<file path="config.mk">
export PLATFORM = sky130hd
export DESIGN_NAME = rs_syndrome_calc_flat
export DESIGN_NICKNAME = d
export VERILOG_FILES = /design/src/rtl/rs_syndrome_calc_pkg.sv /design/src/rtl/rs_syndrome_calc_if.sv /design/src/rtl/rs_syndrome_calc_gf_const_mul.sv /design/src/rtl/rs_syndrome_calc.sv /design/src/flat_wrapper.sv
export SDC_FILE = /design/constraint.sdc
export NUM_CORES = 1
export LEC_CHECK = 0
export CORE_ASPECT_RATIO = 0.8
export CORE_MARGIN = 5
export CORE_UTILIZATION = 25
export CTS_CLUSTER_DIAMETER = 30
export DETAILED_ROUTE_END_ITERATION = 16
export GPL_TIMING_DRIVEN = 0
export HOLD_SLACK_MARGIN = 0.05
export MAX_ROUTING_LAYER = met4
export SLEW_MARGIN = 20
export SYNTH_ARGS = -nofsm -noshare
export SYNTH_HDL_FRONTEND = slang
export SYNTH_SLANG_ARGS = --single-unit
</file>
<file path="constraint.sdc">
create_clock -name clk -period 4.6 [get_ports clk]
set_input_delay 1.38 -clock clk [delete_from_list [all_inputs] [get_ports clk]]
set_output_delay 1.38 -clock clk [all_outputs]
set_load 0.01 [all_outputs]
</file>
<file path="src/rtl/rs_syndrome_calc_pkg.sv">
// Shared definitions for the RS(18,16) syndrome front end: symbol width,
// field polynomial, codeword length, the alpha^1/alpha^2 constants and
// the single-step multiply-by-alpha helper.
// The symbol width comes from the SYMBOL_WIDTH macro (default 8).
`ifndef SYMBOL_WIDTH
`define SYMBOL_WIDTH 8
`endif

package rs_syndrome_calc_pkg;

   localparam int SYM_W     = `SYMBOL_WIDTH;
   localparam int N_SYMBOLS = 18;
   localparam int CNT_W     = $clog2(N_SYMBOLS);

   // Field generator polynomial x^8 + x^4 + x^3 + x^2 + 1.
   localparam logic [SYM_W:0] PRIM_POLY = 9'h11D;

   // alpha is the root of PRIM_POLY, i.e. the polynomial x.
   localparam logic [SYM_W-1:0] ALPHA1 = SYM_W'(2);
   localparam logic [SYM_W-1:0] ALPHA2 = SYM_W'(4);

   // Multiply by alpha once: shift up one degree, fold the overflow back
   // in through the primitive polynomial.
   function automatic logic [SYM_W-1:0] gf_xtime(input logic [SYM_W-1:0] a);
      logic [SYM_W:0] s;
      s = {a, 1'b0};
      if (s[SYM_W]) s = s ^ PRIM_POLY;
      return s[SYM_W-1:0];
   endfunction

endpackage

</file>
<file path="src/rtl/rs_syndrome_calc_if.sv">
// Stream bundle for the syndrome calculator: symbol input stream and
// syndrome result stream. The slave modport is the calculator itself.
// With RS_SYND_FRAME_CHECK_EN the bundle also carries in_last/frame_err.
//
// Handshake rule for both streams: a transfer happens on a rising clock
// edge where valid && ready; the source holds valid and data stable until
// that edge, and ready may depend combinationally on the sink's state.
import rs_syndrome_calc_pkg::*;

interface rs_syndrome_calc_if;

   logic             in_valid;
   logic             in_ready;
   logic [SYM_W-1:0] in_symbol;
   logic             synd_valid;
   logic             synd_ready;
   logic [SYM_W-1:0] syndrome1;
   logic [SYM_W-1:0] syndrome2;
   logic             err_detect;
`ifdef RS_SYND_FRAME_CHECK_EN
   logic             in_last;
   logic             frame_err;

   modport master (
      output in_valid, in_symbol, in_last, synd_ready,
      input  in_ready, synd_valid, syndrome1, syndrome2, err_detect, frame_err
   );
   modport slave (
      input  in_valid, in_symbol, in_last, synd_ready,
      output in_ready, synd_valid, syndrome1, syndrome2, err_detect, frame_err
   );
`else
   modport master (
      output in_valid, in_symbol, synd_ready,
      input  in_ready, synd_valid, syndrome1, syndrome2, err_detect
   );
   modport slave (
      input  in_valid, in_symbol, synd_ready,
      output in_ready, synd_valid, syndrome1, syndrome2, err_detect
   );
`endif

endinterface

</file>
<file path="src/rtl/rs_syndrome_calc_gf_const_mul.sv">
// Combinational multiply by the constant alpha^J, built as J repeated
// shift-and-reduce steps (J is small, so the chain stays shallow).
import rs_syndrome_calc_pkg::*;

module rs_syndrome_calc_gf_const_mul #(
   parameter int J = 1
) (
   input  logic [SYM_W-1:0] i_a,
   output logic [SYM_W-1:0] o_p
);

   logic [SYM_W-1:0] w_p;

   // Apply the multiply-by-alpha step J times.
   always_comb begin
      w_p = i_a;
      for (int k = 0; k < J; k++) w_p = gf_xtime(w_p);
   end

   assign o_p = w_p;

endmodule

</file>
<file path="src/rtl/rs_syndrome_calc.sv">
// RS(18,16) syndrome calculator. Takes one received symbol per accepted
// transfer, highest degree first, and Horner-accumulates S1 = r(alpha)
// and S2 = r(alpha^2). The final values land in a registered result
// stream together with err_detect.
// Optional: RS_SYND_FRAME_CHECK_EN adds in_last framing check / frame_err.
import rs_syndrome_calc_pkg::*;

module rs_syndrome_calc (
   input  logic              clk,
   input  logic              rst_n,
   rs_syndrome_calc_if.slave bus
);

   localparam logic [CNT_W-1:0] LAST_CNT = CNT_W'(N_SYMBOLS - 1);

   logic [CNT_W-1:0] r_sym_cnt;
   logic [SYM_W-1:0] r_acc1;
   logic [SYM_W-1:0] r_acc2;
   logic [SYM_W-1:0] r_synd1;
   logic [SYM_W-1:0] r_synd2;
   logic             r_synd_valid;
   logic             r_err;

   logic             w_last_pos;
   logic             w_in_ready;
   logic             w_accept;
   logic             w_frame_bad;
   logic             w_load;
   logic [SYM_W-1:0] w_mul1;
   logic [SYM_W-1:0] w_mul2;
   logic [SYM_W-1:0] w_next1;
   logic [SYM_W-1:0] w_next2;

   rs_syndrome_calc_gf_const_mul #(.J(1)) u_mul1 (.i_a(r_acc1), .o_p(w_mul1));
   rs_syndrome_calc_gf_const_mul #(.J(2)) u_mul2 (.i_a(r_acc2), .o_p(w_mul2));

   assign w_last_pos = (r_sym_cnt == LAST_CNT);
   // Only the final symbol can be blocked: it would overwrite a result
   // that downstream has not taken yet. Earlier symbols never touch it.
   assign w_in_ready = !(w_last_pos && r_synd_valid && !bus.synd_ready);
   assign w_accept   = bus.in_valid && w_in_ready;

   // The first symbol of a codeword restarts the accumulators.
   assign w_next1 = (r_sym_cnt == '0 ? '0 : w_mul1) ^ bus.in_symbol;
   assign w_next2 = (r_sym_cnt == '0 ? '0 : w_mul2) ^ bus.in_symbol;

`ifdef RS_SYND_FRAME_CHECK_EN
   assign w_frame_bad = w_accept && (bus.in_last != w_last_pos);
`else
   assign w_frame_bad = 1'b0;
`endif
   assign w_load = w_accept && w_last_pos && !w_frame_bad;

   // Symbol position counter; wraps after the last symbol or on a
   // framing error so the next accepted symbol starts a fresh codeword.
   always_ff @(posedge clk or negedge rst_n) begin
      if (!rst_n)                 r_sym_cnt <= '0;
      else if (w_accept) begin
         if (w_last_pos || w_frame_bad) r_sym_cnt <= '0;
         else                           r_sym_cnt <= r_sym_cnt + 1'b1;
      end
   end

   // Horner accumulators for both syndromes.
   always_ff @(posedge clk or negedge rst_n) begin
      if (!rst_n) begin
         r_acc1 <= '0;
         r_acc2 <= '0;
      end else if (w_accept) begin
         r_acc1 <= w_next1;
         r_acc2 <= w_next2;
      end
   end

   // Result register: a new load takes priority over a same-cycle consume,
   // so back-to-back results never lose the valid flag.
   always_ff @(posedge clk or negedge rst_n) begin
      if (!rst_n) begin
         r_synd1      <= '0;
         r_synd2      <= '0;
         r_err        <= 1'b0;
         r_synd_valid <= 1'b0;
      end else if (w_load) begin
         r_synd1      <= w_next1;
         r_synd2      <= w_next2;
         r_err        <= |(w_next1 | w_next2);
         r_synd_valid <= 1'b1;
      end else if (r_synd_valid && bus.synd_ready) begin
         r_synd_valid <= 1'b0;
      end
   end

`ifdef RS_SYND_FRAME_CHECK_EN
   logic r_frame_err;

   // One-cycle pulse for every symbol whose in_last disagrees with its position.
   always_ff @(posedge clk or negedge rst_n) begin
      if (!rst_n) r_frame_err <= 1'b0;
      else        r_frame_err <= w_frame_bad;
   end

   assign bus.frame_err = r_frame_err;
`endif

   assign bus.in_ready   = w_in_ready;
   assign bus.synd_valid = r_synd_valid;
   assign bus.syndrome1  = r_synd1;
   assign bus.syndrome2  = r_synd2;
   assign bus.err_detect = r_err;

endmodule

</file>
<file path="src/flat_wrapper.sv">
// flat-port wrapper written by rule: the top's interface ports become plain ports
module rs_syndrome_calc_flat 
  (clk, rst_n, bus_in_valid, bus_in_symbol, bus_synd_ready, bus_in_ready, bus_synd_valid, bus_syndrome1, bus_syndrome2, bus_err_detect);
  rs_syndrome_calc_if bus_i ();
  input  logic clk;
  input  logic rst_n;
  input wire logic [$bits(bus_i.in_valid)-1:0] bus_in_valid;
  input wire logic [$bits(bus_i.in_symbol)-1:0] bus_in_symbol;
  input wire logic [$bits(bus_i.synd_ready)-1:0] bus_synd_ready;
  output wire logic [$bits(bus_i.in_ready)-1:0] bus_in_ready;
  output wire logic [$bits(bus_i.synd_valid)-1:0] bus_synd_valid;
  output wire logic [$bits(bus_i.syndrome1)-1:0] bus_syndrome1;
  output wire logic [$bits(bus_i.syndrome2)-1:0] bus_syndrome2;
  output wire logic [$bits(bus_i.err_detect)-1:0] bus_err_detect;
  assign bus_i.in_valid = bus_in_valid;
  assign bus_i.in_symbol = bus_in_symbol;
  assign bus_i.synd_ready = bus_synd_ready;
  assign bus_in_ready = bus_i.in_ready;
  assign bus_synd_valid = bus_i.synd_valid;
  assign bus_syndrome1 = bus_i.syndrome1;
  assign bus_syndrome2 = bus_i.syndrome2;
  assign bus_err_detect = bus_i.err_detect;
  rs_syndrome_calc u_core (.clk(clk), .rst_n(rst_n), .bus(bus_i));
endmodule
</file>
### After elaboration in Yosys (flattened, before gate mapping)

Index checks and enable logic that the tools add are counted.

* flip-flop bits (word level): 39
* input port bits: 12
* output and inout port bits: 19
* logic and storage cells: 33

* $add $sub $neg: 1
* equal/unequal tests: 1
* multiplexer cells: 8
* bitwise logic cells: 6
* reductions and logical operators: 10

Operators by type and width (count)
* 2-to-1 mux 5 bit: 4
* 2-to-1 mux 8 bit: 2
* bitwise XOR 8 bit: 2
* NOT 4 bit: 3
* OR 8 bit: 1
* OR reduction 8 bit: 1
* adder 5 x 1 -> 5 bit (second input constant): 1
* == test 5 bit (second input constant): 1
* logical AND 1 bit: 5
* zero test 5 bit: 1
* zero test 1 bit: 2
* 2-to-1 mux 1 bit: 2
* nonzero test 2 bit: 1

### Depth between registers and ports, before layout

Gate-level depths: netlist (run 1).

* depth after elaboration: 8
* depth in mapped cells: 8

### By module

Synthesis (run 1) repeated with hierarchy kept, for this count alone.

* cell total of the unflattened synthesis: 241
* area, all modules: 2192.1 um^2

By module, submodules not included
* rs_syndrome_calc: instances 1, cells each 225, area each 2033.2 um^2
* rs_syndrome_calc_gf_const_mul (u_core.u_mul2): instances 1, cells each 8, area each 95.1 um^2
* rs_syndrome_calc_gf_const_mul (u_core.u_mul1): instances 1, cells each 8, area each 63.8 um^2

### Least setup slack after synthesis (run 1)

OpenSTA, ideal clock, no wires.

* kind: input -> output
* start: in bus_synd_ready
* end: out bus_in_ready
* arrival: 1.578 ns
* required time: 3.220 ns
* path slack: 1.642 ns
* stages on the path: 1
* path buffers: 0
* cells stage by stage: nand3b_1

* word-level cells in the longest chain between the ends: 3

Ends and longest elaborated chain
* from (decl): RTL line flat_wrapper.sv:9 `input wire logic [$bits(bus_i.synd_ready)-1:0] bus_synd_ready;`
* zero test 1 bit: RTL line rs_syndrome_calc.sv:40 `assign w_in_ready = !(w_last_pos && r_synd_valid && !bus.synd_ready);`
* logical AND 1 bit: RTL line rs_syndrome_calc.sv:40
* zero test 1 bit: RTL line rs_syndrome_calc.sv:40
* to (decl): RTL line flat_wrapper.sv:10 `output wire logic [$bits(bus_i.in_ready)-1:0] bus_in_ready;`

No other way between the ends.

### Final worst setup path (run 1)

Same ends and word-level chain as after synthesis.

==> reports/qor.txt, run 1 <==
Status -> finished, final reports clean
Mapped Cells -> 240
Post-layout minimum cycle time -> 3.89 ns
First-pass GRT wire length -> 9160 µm
Die width -> 117 µm
Hold Crit Start -> u_core.bus.syndrome2[1]
Clk buf depth -> 2
Sw power -> 0.000631 W
Vias in the first global route -> 1780
Leakage dissipation -> 1.19 nW
Num CTS Buffers -> 5
Sequential cell area -> 976 µm²
Sw Share -> 36.9%
Final HPWL DP -> 4150 µm
Fill cell count -> 912
CP startpoint kind -> input port
Clk sinks -> 39
Max-slew headroom -> 61.9%
Crit-path max cell delay -> 0.55 ns
Hold Crit Depth -> 2
Area of the multi-input gates -> 0.00116 mm²
Final ANT Viol Nets -> 0
Sequential Power Share -> 32.6%
WHS Endpoint -> u_core.bus.syndrome2[1]
Worst reg2reg path depth -> 7
# Max-Cap Violations -> 0
Remaining global-route overflow -> 0
Reg2reg end -> u_core.bus.err_detect
Clock Power Share -> 21.5%
GRT Util Overall -> 11.0%
Maximum vdd drop -> 0.000209 V
Antenna violations before repair -> 0
# resized after CTS -> 0
HP Class -> flip-flop to flip-flop
Final Power -> 0.00171 W
Met2 usage -> 15.2%
CTS root buf -> clkbuf_16
Row Count -> 31
H-tree depth -> 2
Final Hold Fails -> 0
Layout Area Growth over Synthesis -> 25.4%
Crit path required time -> 3.22 ns
Clock Pin Slew Worst Setup and Hold Paths -> 0.06 ns
Crit path cell chain -> clkdlybuf4s50_1 -> nand3b_1 -> clkdlybuf4s50_1
Max Clk Rate -> 257 MHz
Hold Buf Count CTS -> 0
Largest net degree at the start of global routing -> 25
Final nets -> 289
Crit path max fanout -> 2
CORE AREA -> 0.00896 mm²
Fraction of registers with async set/reset -> 100%
Placed cell areas -> 0.00269 mm²
Synth cell types -> 47
PD cells -> 602 mW/mm²
Setup Fix Bufs, Post-CTS -> 0
P_int -> 0.00108 W
Finished Cell Area -> 0.00284 mm²
Dominant synthesized flop cell -> dfrtp_1
Layout cells sized above 1 -> 10.2%
Ports -> 31
Die H -> 95.2 µm
CTS tree -> built
Final GP Congestion -> 0.800
Tcrit/Tclk final -> 84.5%
Slowest-stage cell, CP -> clkdlybuf4s50_1
Post-route setup TNS -> 0 ns
Vias/cell -> 4.59
Worst Setup Path Type -> input port to output pin
Util after Layout -> 31.7%
Mean Syn Cell Area -> 9.45 µm²
Routed wire per std cell -> 14.3 µm
Post-synthesis cell area -> 0.00227 mm²
RSZ-0062 raised after global routing -> no
Worst-Skew Late Latency -> 0.28 ns
Initial drt markers -> 81
YS warnings -> 0
Worst Max-Slew Pin Slew -> 0.571 ns
DRC viols -> 0
Met3 usage -> 2.73%
Setup crit end kind -> output pin
Synthesized Nets -> 255
Final Slew Violations -> 0
Comb pwr share -> 46.0%
Vias -> 1790
Seq/Total Area, Yosys -> 43.0%
Post-synth EDFFs -> 0
Clock Skew -> 0.00245 ns
FF+latch count, synth -> 39
ANT cells -> 0
Met1 Use GR -> 16.3%
Most Crowded Layer GR -> met1
Die area -> 0.0111 mm²
Reg-to-reg setup timing slack -> 2.28 ns
Launching point of the worst reg2reg path -> u_core.r_sym_cnt[1]
Port Buffers -> 26
WL final -> 5580 µm
Drt first pass iters -> 4
CP arrival -> 2.51 ns
Final Setup Violations -> 0
Initial Util -> 25.3%
Most Frequent Cell on Critical Path -> clkdlybuf4s50_1
[registers in the layout (all words and copies together) (netlist names)]
register               flops
u_core.bus.syndrome1       8
u_core.r_acc1              8
u_core.bus.err_detect      1
u_core.bus.synd_valid      1
u_core.r_acc2              8
u_core.bus.syndrome2       8
u_core.r_sym_cnt           5
[cell families (layout without fill, tap and decap cells)]
| group | count (synthesis) | count (layout) | share of synthesized area [%] |
|---|---|---|---|
| adders and majority gates | 3 | 3 | 1.65 |
| DFF | 39 | 39 | 43.0 |
| xor gates and xnor gates | 28 | 28 | 13.6 |
| AOI/OAI and AO/OA | 57 | 57 | 15.1 |
| muxes | 1 | 1 | 0.496 |
| and+or+nand+nor | 87 | 87 | 20.4 |
| buffers and inverters | 25 | 60 | 5.74 |
[metrics by stage]
stage	std cells	worst slack, ns	hold WS [ns]
global route	390	0.661	0.519
detailed placement	382	0.707	0.473
global placement	381	0.714	0.465
CTS	390	0.705	0.486
finish	390	0.715	0.475
floorplan	240	1.64	0.461
[synth_stat cells (all sizes together), types with 2 or more instances]
cell type	n	share of area, %
a21oi	9	2.2
and3	2	0.55
buf	7	2.7
clkbuf	10	1.7
dfrtp	39	43
ha	3	1.7
inv	8	1.3
nand2	43	7.1
nand2b	2	0.55
nand3	3	0.66
nand3b	3	0.99
nand4	2	1.2
nor2	14	2.4
nor3	7	1.8
nor4bb	2	0.88
o211ai	3	1.2
o21ai	35	7.7
o31a	2	0.77
or4b	2	0.88
xnor2	17	6.9
xnor3	4	4.0
xor2	7	2.7
[power by group through the flow]
stage	Sequential [W]	Clock, W	Combinational, W
2_1_floorplan	0.000562	0	0.000559
3_3_place_gp	0.000558	0	0.000772
3_5_place_dp	0.000562	0	0.000786
4_1_cts	0.000557	0.000375	0.000790
5_1_grt	0.000575	0.000393	0.000871
6_report	0.000557	0.000368	0.000786
[routing by layer]
metal	up-vias	wire (µm)
met1	852	3080
met4	0	32
met5	-	0
met3	6	232
met2	34	2230
li1	898	-
[critical path: cells and delay by family]
family	cells	cell delay, ns
and+or+nand+nor	1	0.12
buffers and inverters	2	1.01
[worst max path at each step]
stage	from	to	cells past startpoint
after floorplan	bus_synd_ready	bus_in_ready	1
after global placement	bus_synd_ready	bus_in_ready	3
after detailed placement	bus_synd_ready	bus_in_ready	3
after CTS	bus_synd_ready	bus_in_ready	3
after global routing	bus_synd_ready	bus_in_ready	3
final	bus_synd_ready	bus_in_ready	3
[area by class of cell]
type | count | share of cell area (%)
inverters | 8 | 1.06
flip-flops and latches | 39 | 34.3
clock buffers | 8 | 5.50
multi-input cells | 176 | 40.9
repair buffers | 27 | 9.68
plain buffers | 17 | 3.52
well taps | 115 | 5.06
[cells in the final DEF, fill, tap and decap left out, drive strengths merged, types with 2 or more instances in the layout]
master	Yosys	final
a21oi	9	9
nand3b	3	3
buf	7	9
nand2	43	43
xnor2	17	17
clkbuf	10	18
ha	3	3
or4b	2	2
nand2b	2	2
nand4	2	2
inv	8	8
xnor3	4	4
clkdlybuf4s50	0	25
o211ai	3	3
o21ai	35	35
xor2	7	7
and3	2	2
nor3	7	7
dfrtp	39	39
nor2	14	14
nor4bb	2	2
o31a	2	2
nand3	3	3
Power figures use the tool's default switching activity.
==> run 2: changes to the inputs <==
==> constraint.sdc (replaced) <==
create_clock -name clk -period 3.4 [get_ports clk]
set_input_delay 1.02 -clock clk [delete_from_list [all_inputs] [get_ports clk]]
set_output_delay 1.02 -clock clk [all_outputs]
set_load 0.01 [all_outputs]
==> results of run 2 <==
Same layout as run 1 (identical final DEF). Status: finished, final reports clean.
Among the figures that moved: setup slack after placement 0.707 ns -> 0.227 ns; setup slack after layout 0.715 ns -> 0.235 ns; register-to-register setup slack 2.28 ns -> 1.08 ns; total power 0.00171 W -> 0.00232 W; worst IR drop on VDD 0.000209 V -> 0.000282 V
==> run 3: changes to the inputs <==
--- a/config.mk
+++ b/config.mk
@@ -13,6 +13,7 @@
 export GPL_TIMING_DRIVEN = 0
 export HOLD_SLACK_MARGIN = 0.05
 export MAX_ROUTING_LAYER = met4
+export SKIP_CTS_REPAIR_TIMING = 1
 export SLEW_MARGIN = 20
 export SYNTH_ARGS = -nofsm -noshare
 export SYNTH_HDL_FRONTEND = slang
==> results of run 3 <==
Same layout as run 1 (identical final DEF). Status: finished, final reports clean.
Among the figures that moved: setup slack after placement 0.707 ns -> 0.227 ns; setup slack after layout 0.715 ns -> 0.235 ns; register-to-register setup slack 2.28 ns -> 1.08 ns; total power 0.00171 W -> 0.00232 W; worst IR drop on VDD 0.000209 V -> 0.000282 V
